--- src/rtl/spi_bus_master.sv ---
// Purpose : runs one SPI-originated RAM transaction on the shared bus, only inside SPI-granted slots.
// Latency : response 13 clocks after the qualifying strobe (defaults); acceptance-to-response up to ~512 clocks.
// Backpres: req_ready is low from acceptance until the response clock; one request is held at a time.
//
// Ports:
//   clock_i, reset_n_i           clock and asynchronous active-low reset
//   spi_grant_i, strobe_i        slot ownership and slot-start pulse from the bus timing generator
//   req_*                        valid/ready request (we, addr, write data) from the SPI target logic
//   rsp_valid_o, rsp_data_o      one-clock completion pulse with read data
//   bus_*, ram_*                 shared bus address/data drivers and active-low RAM enables
module spi_bus_master #(
    parameter int ADDR_WIDTH    = 17,
    parameter int DATA_WIDTH    = 8,
    parameter int SETUP_CYCLES  = 2,
    parameter int ACCESS_CYCLES = 8,
    parameter int HOLD_CYCLES   = 2
) (
    input  logic                  clock_i,
    input  logic                  reset_n_i,
    input  logic                  spi_grant_i,
    input  logic                  strobe_i,
    input  logic                  req_valid_i,
    output logic                  req_ready_o,
    input  logic                  req_we_i,
    input  logic [ADDR_WIDTH-1:0] req_addr_i,
    input  logic [DATA_WIDTH-1:0] req_data_i,
    output logic                  rsp_valid_o,
    output logic [DATA_WIDTH-1:0] rsp_data_o,
    output logic                  bus_active_o,
    output logic [ADDR_WIDTH-1:0] bus_addr_o,
    output logic [DATA_WIDTH-1:0] bus_data_o,
    output logic                  bus_data_oe_o,
    input  logic [DATA_WIDTH-1:0] bus_data_i,
    output logic                  ram_oe_n_o,
    output logic                  ram_we_n_o
);

    // Wide enough for any phase length that still fits a 62-clock sequence.
    localparam int CNT_W = 6;

    localparam logic [CNT_W-1:0] SETUP_LOAD  = CNT_W'(SETUP_CYCLES - 1);
    localparam logic [CNT_W-1:0] ACCESS_LOAD = CNT_W'(ACCESS_CYCLES - 1);
    localparam logic [CNT_W-1:0] HOLD_LOAD   = CNT_W'(HOLD_CYCLES - 1);

    localparam logic [2:0] S_IDLE   = 3'd0;
    localparam logic [2:0] S_WAIT   = 3'd1;
    localparam logic [2:0] S_SETUP  = 3'd2;
    localparam logic [2:0] S_ACCESS = 3'd3;
    localparam logic [2:0] S_HOLD   = 3'd4;

    logic [2:0]            state;
    logic [2:0]            state_nxt;
    logic [CNT_W-1:0]      cnt;
    logic [CNT_W-1:0]      cnt_nxt;
    logic                  lat_we;
    logic [ADDR_WIDTH-1:0] lat_addr;
    logic [DATA_WIDTH-1:0] lat_data;
    logic [DATA_WIDTH-1:0] rd_cap;
    logic                  accept;
    logic                  last_access;
    logic                  last_hold;
    logic                  nxt_on_bus;
    logic                  nxt_access;

    assign accept      = (state == S_IDLE) && req_valid_i && req_ready_o;
    // Phase ends only if the grant is still held; a dropped grant overrides completion.
    assign last_access = (state == S_ACCESS) && (cnt == '0) && spi_grant_i;
    assign last_hold   = (state == S_HOLD) && (cnt == '0) && spi_grant_i;

    always_comb begin
        state_nxt = state;
        cnt_nxt   = cnt;
        case (state)
            S_IDLE: begin
                if (accept) begin
                    state_nxt = S_WAIT;
                end
            end
            S_WAIT: begin
                if (strobe_i && spi_grant_i) begin
                    state_nxt = S_SETUP;
                    cnt_nxt   = SETUP_LOAD;
                end
            end
            S_SETUP, S_ACCESS, S_HOLD: begin
                if (!spi_grant_i) begin
                    // Lost the slot: release the bus and retry the whole sequence later.
                    state_nxt = S_WAIT;
                    cnt_nxt   = '0;
                end else if (cnt != '0) begin
                    cnt_nxt = cnt - 1'b1;
                end else if (state == S_SETUP) begin
                    state_nxt = S_ACCESS;
                    cnt_nxt   = ACCESS_LOAD;
                end else if (state == S_ACCESS) begin
                    state_nxt = S_HOLD;
                    cnt_nxt   = HOLD_LOAD;
                end else begin
                    state_nxt = S_IDLE;
                end
            end
            default: begin
                state_nxt = S_IDLE;
                cnt_nxt   = '0;
            end
        endcase
    end

    // Outputs are registered from the next state so they line up with the state they describe.
    assign nxt_on_bus = (state_nxt == S_SETUP) || (state_nxt == S_ACCESS) || (state_nxt == S_HOLD);
    assign nxt_access = (state_nxt == S_ACCESS);

    always_ff @(posedge clock_i or negedge reset_n_i) begin
        if (!reset_n_i) begin
            state         <= S_IDLE;
            cnt           <= '0;
            lat_we        <= 1'b0;
            lat_addr      <= '0;
            lat_data      <= '0;
            rd_cap        <= '0;
            req_ready_o   <= 1'b1;
            rsp_valid_o   <= 1'b0;
            rsp_data_o    <= '0;
            bus_active_o  <= 1'b0;
            bus_addr_o    <= '0;
            bus_data_o    <= '0;
            bus_data_oe_o <= 1'b0;
            ram_oe_n_o    <= 1'b1;
            ram_we_n_o    <= 1'b1;
        end else begin
            state <= state_nxt;
            cnt   <= cnt_nxt;

            if (accept) begin
                lat_we   <= req_we_i;
                lat_addr <= req_addr_i;
                lat_data <= req_data_i;
            end

            // Read data is taken on the edge closing the final enable clock.
            if (last_access) begin
                rd_cap <= bus_data_i;
            end

            rsp_valid_o <= last_hold;
            if (last_hold && !lat_we) begin
                rsp_data_o <= rd_cap;
            end

            req_ready_o   <= (state_nxt == S_IDLE);
            bus_active_o  <= nxt_on_bus;
            bus_addr_o    <= nxt_on_bus ? lat_addr : '0;
            bus_data_o    <= (nxt_on_bus && lat_we) ? lat_data : '0;
            bus_data_oe_o <= nxt_on_bus && lat_we;
            ram_we_n_o    <= !(nxt_access && lat_we);
            ram_oe_n_o    <= !(nxt_access && !lat_we);
        end
    end

endmodule

--- config.mk ---
export PLATFORM = sky130hd
export DESIGN_NAME = spi_bus_master
export DESIGN_NICKNAME = d
export VERILOG_FILES = /design/src/rtl/spi_bus_master.sv
export SDC_FILE = /design/constraint.sdc
export NUM_CORES = 1
export LEC_CHECK = 0
export BUFFER_PORTS_ARGS = -buffer_cell sky130_fd_sc_hd__buf_2
export CAP_MARGIN = 30
export CORE_MARGIN = 3
export CORE_UTILIZATION = 40
export CTS_CLUSTER_DIAMETER = 120
export CTS_CLUSTER_SIZE = 16
export DETAILED_ROUTE_END_ITERATION = 7
export GPL_TIMING_DRIVEN = 0
export PLACE_DENSITY = 0.7
export SKIP_CTS_REPAIR_TIMING = 1
export SLEW_MARGIN = 20
export SYNTH_ARGS = -nofsm -noshare
export SYNTH_HDL_FRONTEND = slang
export SYNTH_SLANG_ARGS = --single-unit
--- constraint.sdc ---
create_clock -name clock_i -period 2 [get_ports clock_i]
set_input_delay 0.2 -clock clock_i [delete_from_list [all_inputs] [get_ports clock_i]]
set_output_delay 0.2 -clock clock_i [all_outputs]
set_load 0.02 [all_outputs]
---- Yosys cells after proc, flatten, opt, wreduce, memory -nomap -nowiden ----
Index checks and enable logic that the tools add are counted.
storage, ports and cells
  flip-flop bits (word level) ............. 82
  input bits .............................. 39
  logic and storage cells ................. 63
cells by class
  add/sub/neg operators ................... 1
  equality and inequality tests ........... 9
  muxes and demuxes ....................... 15
  bitwise operators ....................... 1
  reductions and logical operators ........ 22
operators by type and width
  cell                 count
  $mux 6               5
  $mux 3               6
  $pmux 6 s3           1
  $mux 17              1
  $eq 3x2->1 const B   4
  $logic_and 1x1->1    11
  $pmux 3 s3           1
  $mux 8               1
  $eq 3x3->1 const B   2
  $logic_not 3->1      2
  $logic_not 6->1      1
  $reduce_bool 6->1    1
  $sub 6x1->6 const B  1
  $ne 5x5->1 const B   1
  $eq 3x1->1 const B   1
  $logic_not 1->1      3
  $reduce_and 3->1     1
  $reduce_or 3->1      1
  $logic_or 1x1->1     2
  $ne 2x2->1 const B   1
  $not 1->1            1

---- Logic depth before layout (Yosys ltp) ----
Gate-level depths: netlist of run 1.
  depth in word-level cells ............... 11
  gate-level depth with buffers ........... 7
  depth with buffers taken out ............ 6

---- Worst setup path before layout of run 1 ----
OpenSTA, ideal clock, no wires.
  path type ............................... register to register
  start point ............................. register cnt[0]
  end point ............................... register rsp_data_o[0]
  library setup time ...................... 0.125 ns
  data arrival time ....................... 1.743 ns
  required time ........................... 1.875 ns
  slack ................................... 0.131 ns
  cell stages (with the launch flop) ...... 8
  buffers on the path ..................... 1
  clock period less this slack ............ 1.869 ns
  path through ............................ dfrtp_1 > inv_1 > ha_1 > and3b_1 > nand2_1 > or3_1 > buf_6 > mux2_4
on the way
  word-level cells in the longest chain between the ends .. 4
ends and longest elaborated chain
  what                            RTL line  text
  start, declared                 53        logic [CNT_W-1:0] cnt;
  start signal, assigned          132       cnt <= cnt_nxt;
  $logic_not 6->1                 68        assign last_hold = (state == S_HOLD) && (cnt == '0) && spi_grant_i;
  $logic_and 1x1->1 (2 in a row)  68
  $logic_and 1x1->1               146       if (last_hold && !lat_we) begin
  end signal, assigned            147       rsp_data_o <= rd_cap;
  end, declared                   28        output logic [DATA_WIDTH-1:0] rsp_data_o,
No other way between the ends.
A chain may end at the register's enable or synchronous reset.

---- Worst setup path in the final report of run 1 ----
  start point ............................. register state[1]
  end point ............................... register rsp_data_o[3]
on the way
  word-level cells in the longest chain between the ends .. 4
ends and longest elaborated chain
  what                            RTL line  text
  start, declared                 51        logic [2:0] state;
  start signal, assigned          131       state <= state_nxt;
  $eq 3x3->1                      68
  $logic_and 1x1->1 (2 in a row)  68
  $logic_and 1x1->1               146
No other way between the ends.

==> results.cfg, run 1 <==
[status]
status = finished clean

[timing]
finalCritPeriodShare = 0.970
fin_skew_ps = 7.82
setup_viol = 0
fmaxAchievable_mhz = 515
hold_viol = 0
hold_slack_ps = 80.2
rsz0062_at_grt = no
finalMaxSlewViolations = 0
tightest_slew_ps = 549
relSlewSlack = 0.625
fin_crit_ps = 1940

[logic_synthesis]
synthArstFlopShare = 1.00
syn_nets = 279
syn_avg_cell_area_um2 = 13.8
synth-edff-count = 0
ys_seq_area_frac = 0.626
yosys_warnings = 0
synth_cells = 238
ys_types = 44
synth-main-ff-cell = dfrtp_1
ys_seq_elements = 82
syn_area_mm2 = 0.00328

[detailed_routing]
drt_iter0_drc = 76
drc = 0
vias_per_cell = 4.96
wl_per_cell_um = 14.6
drt_pass1_iterations = 4
vias = 2173
routed_wl_mm = 6.41
ant_nets = 0

[floorplanning]
ioPinCount = 78
start_util = 0.418
die_area_mm2 = 0.00933
rows = 32
coreArea_mm2 = 0.00785
die_x_um = 96.6
die_h_um = 96.6

[global_routing]
grt_pass1_vias = 2174
grt_overflow = 0
track_usage = 0.144
grt_pass1_wl_mm = 10.2
grt_max_degree = 56
antenna_found_initial = 0

[pwr]
ir_worst_vdd_uv = 695
power.total_mw = 5.53
leakage_nw = 2.13
power_density_mw_per_mm2 = 1340

[final_layout]
nets = 372
drive_gt1_frac = 0.497
areaGrowthSynthToFinish_pct = 26.0
antennaDiodeCount = 0
layout_common_cells = buf_2 (81), dfrtp_1 (79), mux2_2 (34), and2_1 (20), clkbuf_8 (10)
final_common_cell = buf_2
fillCellCount = 722

[cts]
clkTransAtPathRegs_ps = 80
root_buffer = clkbuf_8
cts_max_level = 3
clkLatencyLatePin_ps = 340
cts_buffer_depth = 2
cts_tree = built
cts_sinks = 82
cts_buffers = 9

[critical_path]
end_kind = flop
critical_path_class = reg -> reg
cp-start-kind = flop
cp.required_ps = 2230
cp_max_fo = 8
worstPathArrival_ps = 2170

[min_path]
min_path_type = in -> reg

[place]
gp_congestion = 0.856
hpwl_mm = 4.55
io_buffers = 77

[flow_run]
max_cap_violations = 0
## path summary, 6_finish.rpt
check	start	to	slack [ps]	depth (start not counted)
max reg2reg	state[1]	rsp_data_o[3]	60	5
max	state[1]	rsp_data_o[3]	60	5
max in group asynchronous	reset_n_i	ram_oe_n_o	1050	3
min	req_data_i[2]	lat_data[2]	80	2
min reg2reg	lat_addr[12]	bus_addr_o[12]	470	1
min in group asynchronous	reset_n_i	rsp_data_o[3]	320	2
## critical path, cell delays in order, from the launching register on
cell	delay [ps]
dfrtp_1	480
or3b_1	390
buf_2	160
or3_4	330
buf_6	160
mux2_4	300
## area by class of cell
cell class                 count  area (um^2)  area share
clock buffer                  12          145      0.0351
sequential                    82         2060       0.497
inverter                       7         26.3     0.00635
multi-input combinational    136         1170       0.283
timing repair buffer          82          460       0.111
tap                          102          128      0.0309
buffer                        13         76.3      0.0185
clock inverter                 4         75.1      0.0181
## registers in the layout (all words and copies together), names as in the netlist
register	count
lat_addr	17
lat_we	1
state	3
ram_we_n_o	1
rd_cap	8
bus_addr_o	17
ram_oe_n_o	1
bus_active_o	1
cnt	6
lat_data	8
req_ready_o	1
rsp_valid_o	1
rsp_data_o	8
bus_data_o	8
bus_data_oe_o	1
## metrics by stage
stage / setup WS [ps] / instances / area [um^2] / TNS [ps] / utilization
after global placement: -15.3 / 417 / 3790 / -122 / 0.484
after global routing: 4.35 / 438 / 4140 / 0 / 0.527
final: 59.2 / 438 / 4140 / 0 / 0.527
after CTS: -86.5 / 434 / 4050 / -1260 / 0.515
after detailed placement: -95.9 / 418 / 3820 / -854 / 0.487
after floorplan: 131 / 238 / 3280 / 0 / -
## logic make-up after synthesis
family	synth area share
flops	0.626
simple gates	0.114
mux	0.156
compound gates	0.0633
buf+inv	0.0294
fa+ha+maj	0.00762
xor+xnor	0.00267
## report_power, final
part           leakage (nW)  total, mW  internal [mW]  switching [mW]
sequential             1.06       2.47           2.20           0.273
clock                 0.103       1.30          0.738           0.563
combinational         0.964       1.76          0.835           0.921
## layer usage
| layer | vias up | global-route usage | wire, um |
|---|---|---|---|
| met4 | 0 | 0.0526 | 72 |
| met1 | 1081 | 0.173 | 2800 |
| met3 | 10 | 0.0550 | 484 |
| met2 | 61 | 0.236 | 3050 |
| met5 | - | 0 | 0 |
| li1 | 1021 | - | - |
## cells in the mapped netlist, types with 3 or more instances
master,count,area (um^2)
a21oi_1,7,35.0
a22oi_1,3,22.5
and2_1,20,125
and3_1,8,50.1
buf_2,7,35.0
clkbuf_1,3,11.3
dfrtp_1,79,1980
dfstp_2,3,78.8
inv_1,7,26.3
mux2_2,34,383
mux2_4,8,120
nand2_1,5,18.8
nand2b_1,3,18.8
nand3_1,4,20.0
nor2_1,7,26.3
o21ai_0,3,15.0
Power figures use the tool's default switching activity.
==> run 2, diff against run 1 <==
- CORE_ASPECT_RATIO: default -> 0.8
- CORE_UTILIZATION: 40 -> 45
- PLACE_DENSITY: 0.7 -> 0.76
==> results.cfg, run 2 (synthesis gave the netlist of run 1 again) <==
[status]
status = finished clean

[timing]
finalMaxSlewViolations = 0
fin_crit_ps = 1930
relSlewSlack = 0.619
fmaxAchievable_mhz = 518
setup_viol = 0
finalCritPeriodShare = 0.965
hold_slack_ps = 88.9
hold_viol = 0
tightest_slew_ps = 571
fin_skew_ps = 7.63

[critical_path]
cp_max_fo = 8
worstPathArrival_ps = 2160
cp.required_ps = 2220
critical_path_class = reg -> reg
cp-start-kind = flop
end_kind = flop

[detailed_routing]
drt_pass1_iterations = 4
vias = 2112
wl_per_cell_um = 15.2
routed_wl_mm = 6.41
ant_nets = 0
drc = 0
drt_iter0_drc = 83
vias_per_cell = 4.99

[final_layout]
nets = 372
fin_util = 0.579
reg_top3 = bus_addr_o x17, lat_addr x17
drive_gt1_frac = 0.497
final_cells = 423
finalInstanceArea_mm2 = 0.00405
final_common_cell = buf_2
antennaDiodeCount = 0
layout_common_cells = buf_2 (81), dfrtp_1 (78), mux2_2 (34), and2_1 (20), clkbuf_8 (10)
areaGrowthSynthToFinish_pct = 23.4

[global_routing]
track_usage = 0.161
grt_max_degree = 46
grt_pass1_vias = 2110
grt_overflow = 0
antenna_found_initial = 0
grt_pass1_wl_mm = 10.2

[place]
gp_congestion = 0.866
place_area_mm2 = 0.00380
hpwl_mm = 4.58
io_buffers = 77
dp.cells = 403

[floorplanning]
die_area_mm2 = 0.00836
die_x_um = 101
rows = 27
coreArea_mm2 = 0.00699
die_h_um = 82.4
start_util = 0.469
ioPinCount = 78

[pwr]
ir_worst_vdd_uv = 576
p_sw_mw = 1.76
leakage_nw = 2.10
power.total_mw = 5.27
clkPwrFrac = 0.198
pwr-share-seq = 0.469
power_density_mw_per_mm2 = 1300
comb_power_share = 0.333
switching_share = 0.334
p_int_mw = 3.51

[cts]
cts_max_level = 3
cts_buffer_depth = 2
cts_sinks = 82
cts_buffers = 9
cts_tree = built
clkLatencyLatePin_ps = 340
root_buffer = clkbuf_8
clkTransAtPathRegs_ps = 80

[min_path]
min_path_type = in -> reg

[flow_run]
max_cap_violations = 0
[run 2: cell types whose count changed in the layout (fill, tap and decap cells not counted), sizes merged]
cell	delta
clkinv	+3
clkbuf	-2
bufinv	-2
buf	+1
[run 2: area by class of cell]
class                   instances  area [um^2]
fillers                       568         2940
multi-input cells             136         1160
flip-flops and latches         82         2060
plain buffers                  12         71.3
clock inverters                 5         30.0
repair buffers                 83          460
clock buffers                  11          141
well taps                      87          109
inverters                       7         26.3
[run 2: critical path: stages, from the launching register on]
cell and delay (ps):
dfrtp_1 420, inv_2 90, ha_2 180, and3b_2 230
nand2_2 90, or3_1 340, buf_6 160, mux2_4 290
[run 2: per-stage QoR]
stage,setup slack (ps),setup TNS [ps]
floorplan,131,0
global placement,-30.2,-192
detailed placement,-71.1,-808
CTS,-81.7,-1010
global route,-34.7,-34.7
finish,69.5,0
[run 2: final timing paths]
path / slack [ps] / startpoint / endpoint / cells past startpoint
hold reg to reg: 480 / lat_addr[13] / bus_addr_o[13] / 1
min in group asynchronous: 390 / reset_n_i / rsp_data_o[5] / 2
setup / recovery: 70 / cnt[0] / rsp_data_o[0] / 7
hold / removal: 90 / req_addr_i[14] / lat_addr[14] / 2
max in group asynchronous: 950 / reset_n_i / ram_we_n_o / 3
setup reg to reg: 70 / cnt[0] / rsp_data_o[0] / 7
[run 2: power groups by stage]
stage	registers, mW	logic (mW)	clock network, mW
final	2.47	1.75	1.05
after CTS	2.48	1.67	1.09
after floorplan	2.60	1.07	0
after global placement	2.48	1.60	0
after global routing	2.56	1.93	1.15
after detailed placement	2.51	1.67	0
[run 2: layer usage]
| metal | vias up | track usage | routed length (um) |
|---|---|---|---|
| li1 | 1016 | - | - |
| met1 | 1019 | 0.207 | 2880 |
| met2 | 68 | 0.251 | 2940 |
| met3 | 9 | 0.0630 | 525 |
| met4 | 0 | 0.0544 | 63 |
| met5 | - | 0 | 0 |
==> run 3, diff against run 2 <==
- ABC_AREA: default -> 1
- PLACE_DENSITY: 0.76 -> 0.77
==> results.cfg, run 3 <==
[logic_synthesis]
ys_seq_elements = 82
ys_seq_area_frac = 0.644
synth_area_leaders = dfrtp_1 (62%), nor2_1 (7.2%), inv_1 (5.6%)
syn_area_mm2 = 0.00319
synth_top_area_share = 0.619
syn_nets = 368
yosys_warnings = 0
syn_avg_cell_area_um2 = 9.77
synth-main-ff-cell = dfrtp_1
synth_commonest_cells = dfrtp_1 (79), nor2_1 (61), inv_1 (48)
ys_types = 25
synthArstFlopShare = 1.00
synth_cells = 327
yosys.area.top_type = dfrtp_1
synth-edff-count = 0
synth_most_common_cell = dfrtp_1

[floorplanning]
rows = 26
die_x_um = 100
start_util = 0.481
die_h_um = 81.4
coreArea_mm2 = 0.00664
die_area_mm2 = 0.00815
ioPinCount = 78

[pwr]
leakage_nw = 2.25
power_density_mw_per_mm2 = 1430
ir_worst_vdd_uv = 540

[global_routing]
grt_pass1_wl_mm = 10.6
top_usage_layer = met2
antenna_found_initial = 0
grt_util_met3 = 0.0755
grt_use_met1 = 0.231
track_usage = 0.169
met2_usage = 0.242
grt_max_degree = 44
grt_overflow = 0
grt_pass1_vias = 2262

[final_layout]
areaGrowthSynthToFinish_pct = 23.1
reg_top3 = bus_addr_o x17, lat_addr x17
layout_common_cells = buf_2 (80), dfrtp_1 (79), nor2_1 (61), inv_1 (48), nand2_1 (36)
drive_gt1_frac = 0.301
finalInstanceArea_mm2 = 0.00393
final_common_cell = buf_2
antennaDiodeCount = 0
fin_util = 0.593
nets = 458
fillCellCount = 611

[detailed_routing]
routed_wl_mm = 6.35
drt_iter0_drc = 68
drc = 0
drt_pass1_iterations = 5
wl_per_cell_um = 12.5
ant_nets = 0
vias = 2358
vias_per_cell = 4.66

[cts]
cts_buffers = 9
cts_buffer_depth = 2
cts_tree = built
cts_sinks = 82
clkTransAtPathRegs_ps = 80
root_buffer = clkbuf_8
clkLatencyLatePin_ps = 350
cts_max_level = 3

[timing]
fin_setup_tns_ps = 0
fin_crit_ps = 1740
fin_ws_ps = 256
finalCritPeriodShare = 0.872
hold_viol = 0
tightest_slew_ps = 514
finalMaxSlewViolations = 0
fin_skew_ps = 10.0
relSlewSlack = 0.658
hold_slack_ps = 80.1
setup_viol = 0
rsz0062_at_grt = no
fmaxAchievable_mhz = 573

[flow_run]
max_cap_violations = 0

[place]
pre_cts_ws_ps = 208
hpwl_mm = 4.54
gp_congestion = 0.746
io_buffers = 77
place_area_mm2 = 0.00371

[status]
status = finished clean

[critical_path]
critical_path_class = reg -> reg
cp-start-kind = flop
cp.required_ps = 2240
cp_max_fo = 10
end_kind = flop
worstPathArrival_ps = 1990

[min_path]
min_path_type = in -> reg
run 3: worst paths after layout:
| kind | startpoint | end | slack, ps | depth (start not counted) |
|---|---|---|---|---|
| setup / recovery | cnt[0] | bus_addr_o[6] | 260 | 10 |
| setup reg to reg | cnt[0] | bus_addr_o[6] | 260 | 10 |
| hold reg to reg | lat_we | ram_we_n_o | 490 | 1 |
| hold / removal | bus_data_i[7] | rd_cap[7] | 80 | 3 |
| max in group asynchronous | reset_n_i | ram_oe_n_o | 990 | 3 |
| min in group asynchronous | reset_n_i | lat_addr[14] | 360 | 2 |
run 3: power breakdown:
| group | switching [mW] | internal (mW) |
|---|---|---|
| combinational | 1.33 | 0.652 |
| clock | 0.614 | 0.626 |
| sequential | 0.208 | 2.19 |
run 3: final cells by class:
class	instances	area [um^2]	area share
sequential	82	2060	0.523
multi-input combinational	186	907	0.231
timing repair buffer	79	418	0.106
inverter	50	190	0.0483
clock buffer	10	138	0.0350
tap	84	105	0.0267
clock inverter	6	73.8	0.0188
buffer	9	46.3	0.0118
run 3: cell families after synthesis:
logic type      share of synthesized area
xor+xnor                          0.00823
compound gates                     0.0736
flops                               0.644
fa+ha+maj                         0.00783
simple gates                        0.193
buf+inv                            0.0740
run 3: per-layer routing:
metal  vias up  routed length [um]  share of wire
met3         9                 601          0.095
met4         0                  76          0.012
met2        61                2720           0.43
met1      1105                2950           0.46
met5         -                   0              0
li1       1183                   -              -
run 3: through the flow:
stage          power (mW)  std cells
2_1_floorplan        3.85        327
3_3_place_gp         4.34        488
3_5_place_dp         4.43        489
4_1_cts              5.68        505
5_1_grt              6.08        506
6_report             5.62        506
run 3: critical path: stages, from the launching register on:
cell and delay (ps):
dfrtp_1 360, inv_1 130, ha_1 220, nand3_4 140
inv_2 150, nand2_1 60, nand4_1 140, nand2_4 90
inv_4 110, buf_6 190, nor2_2 40
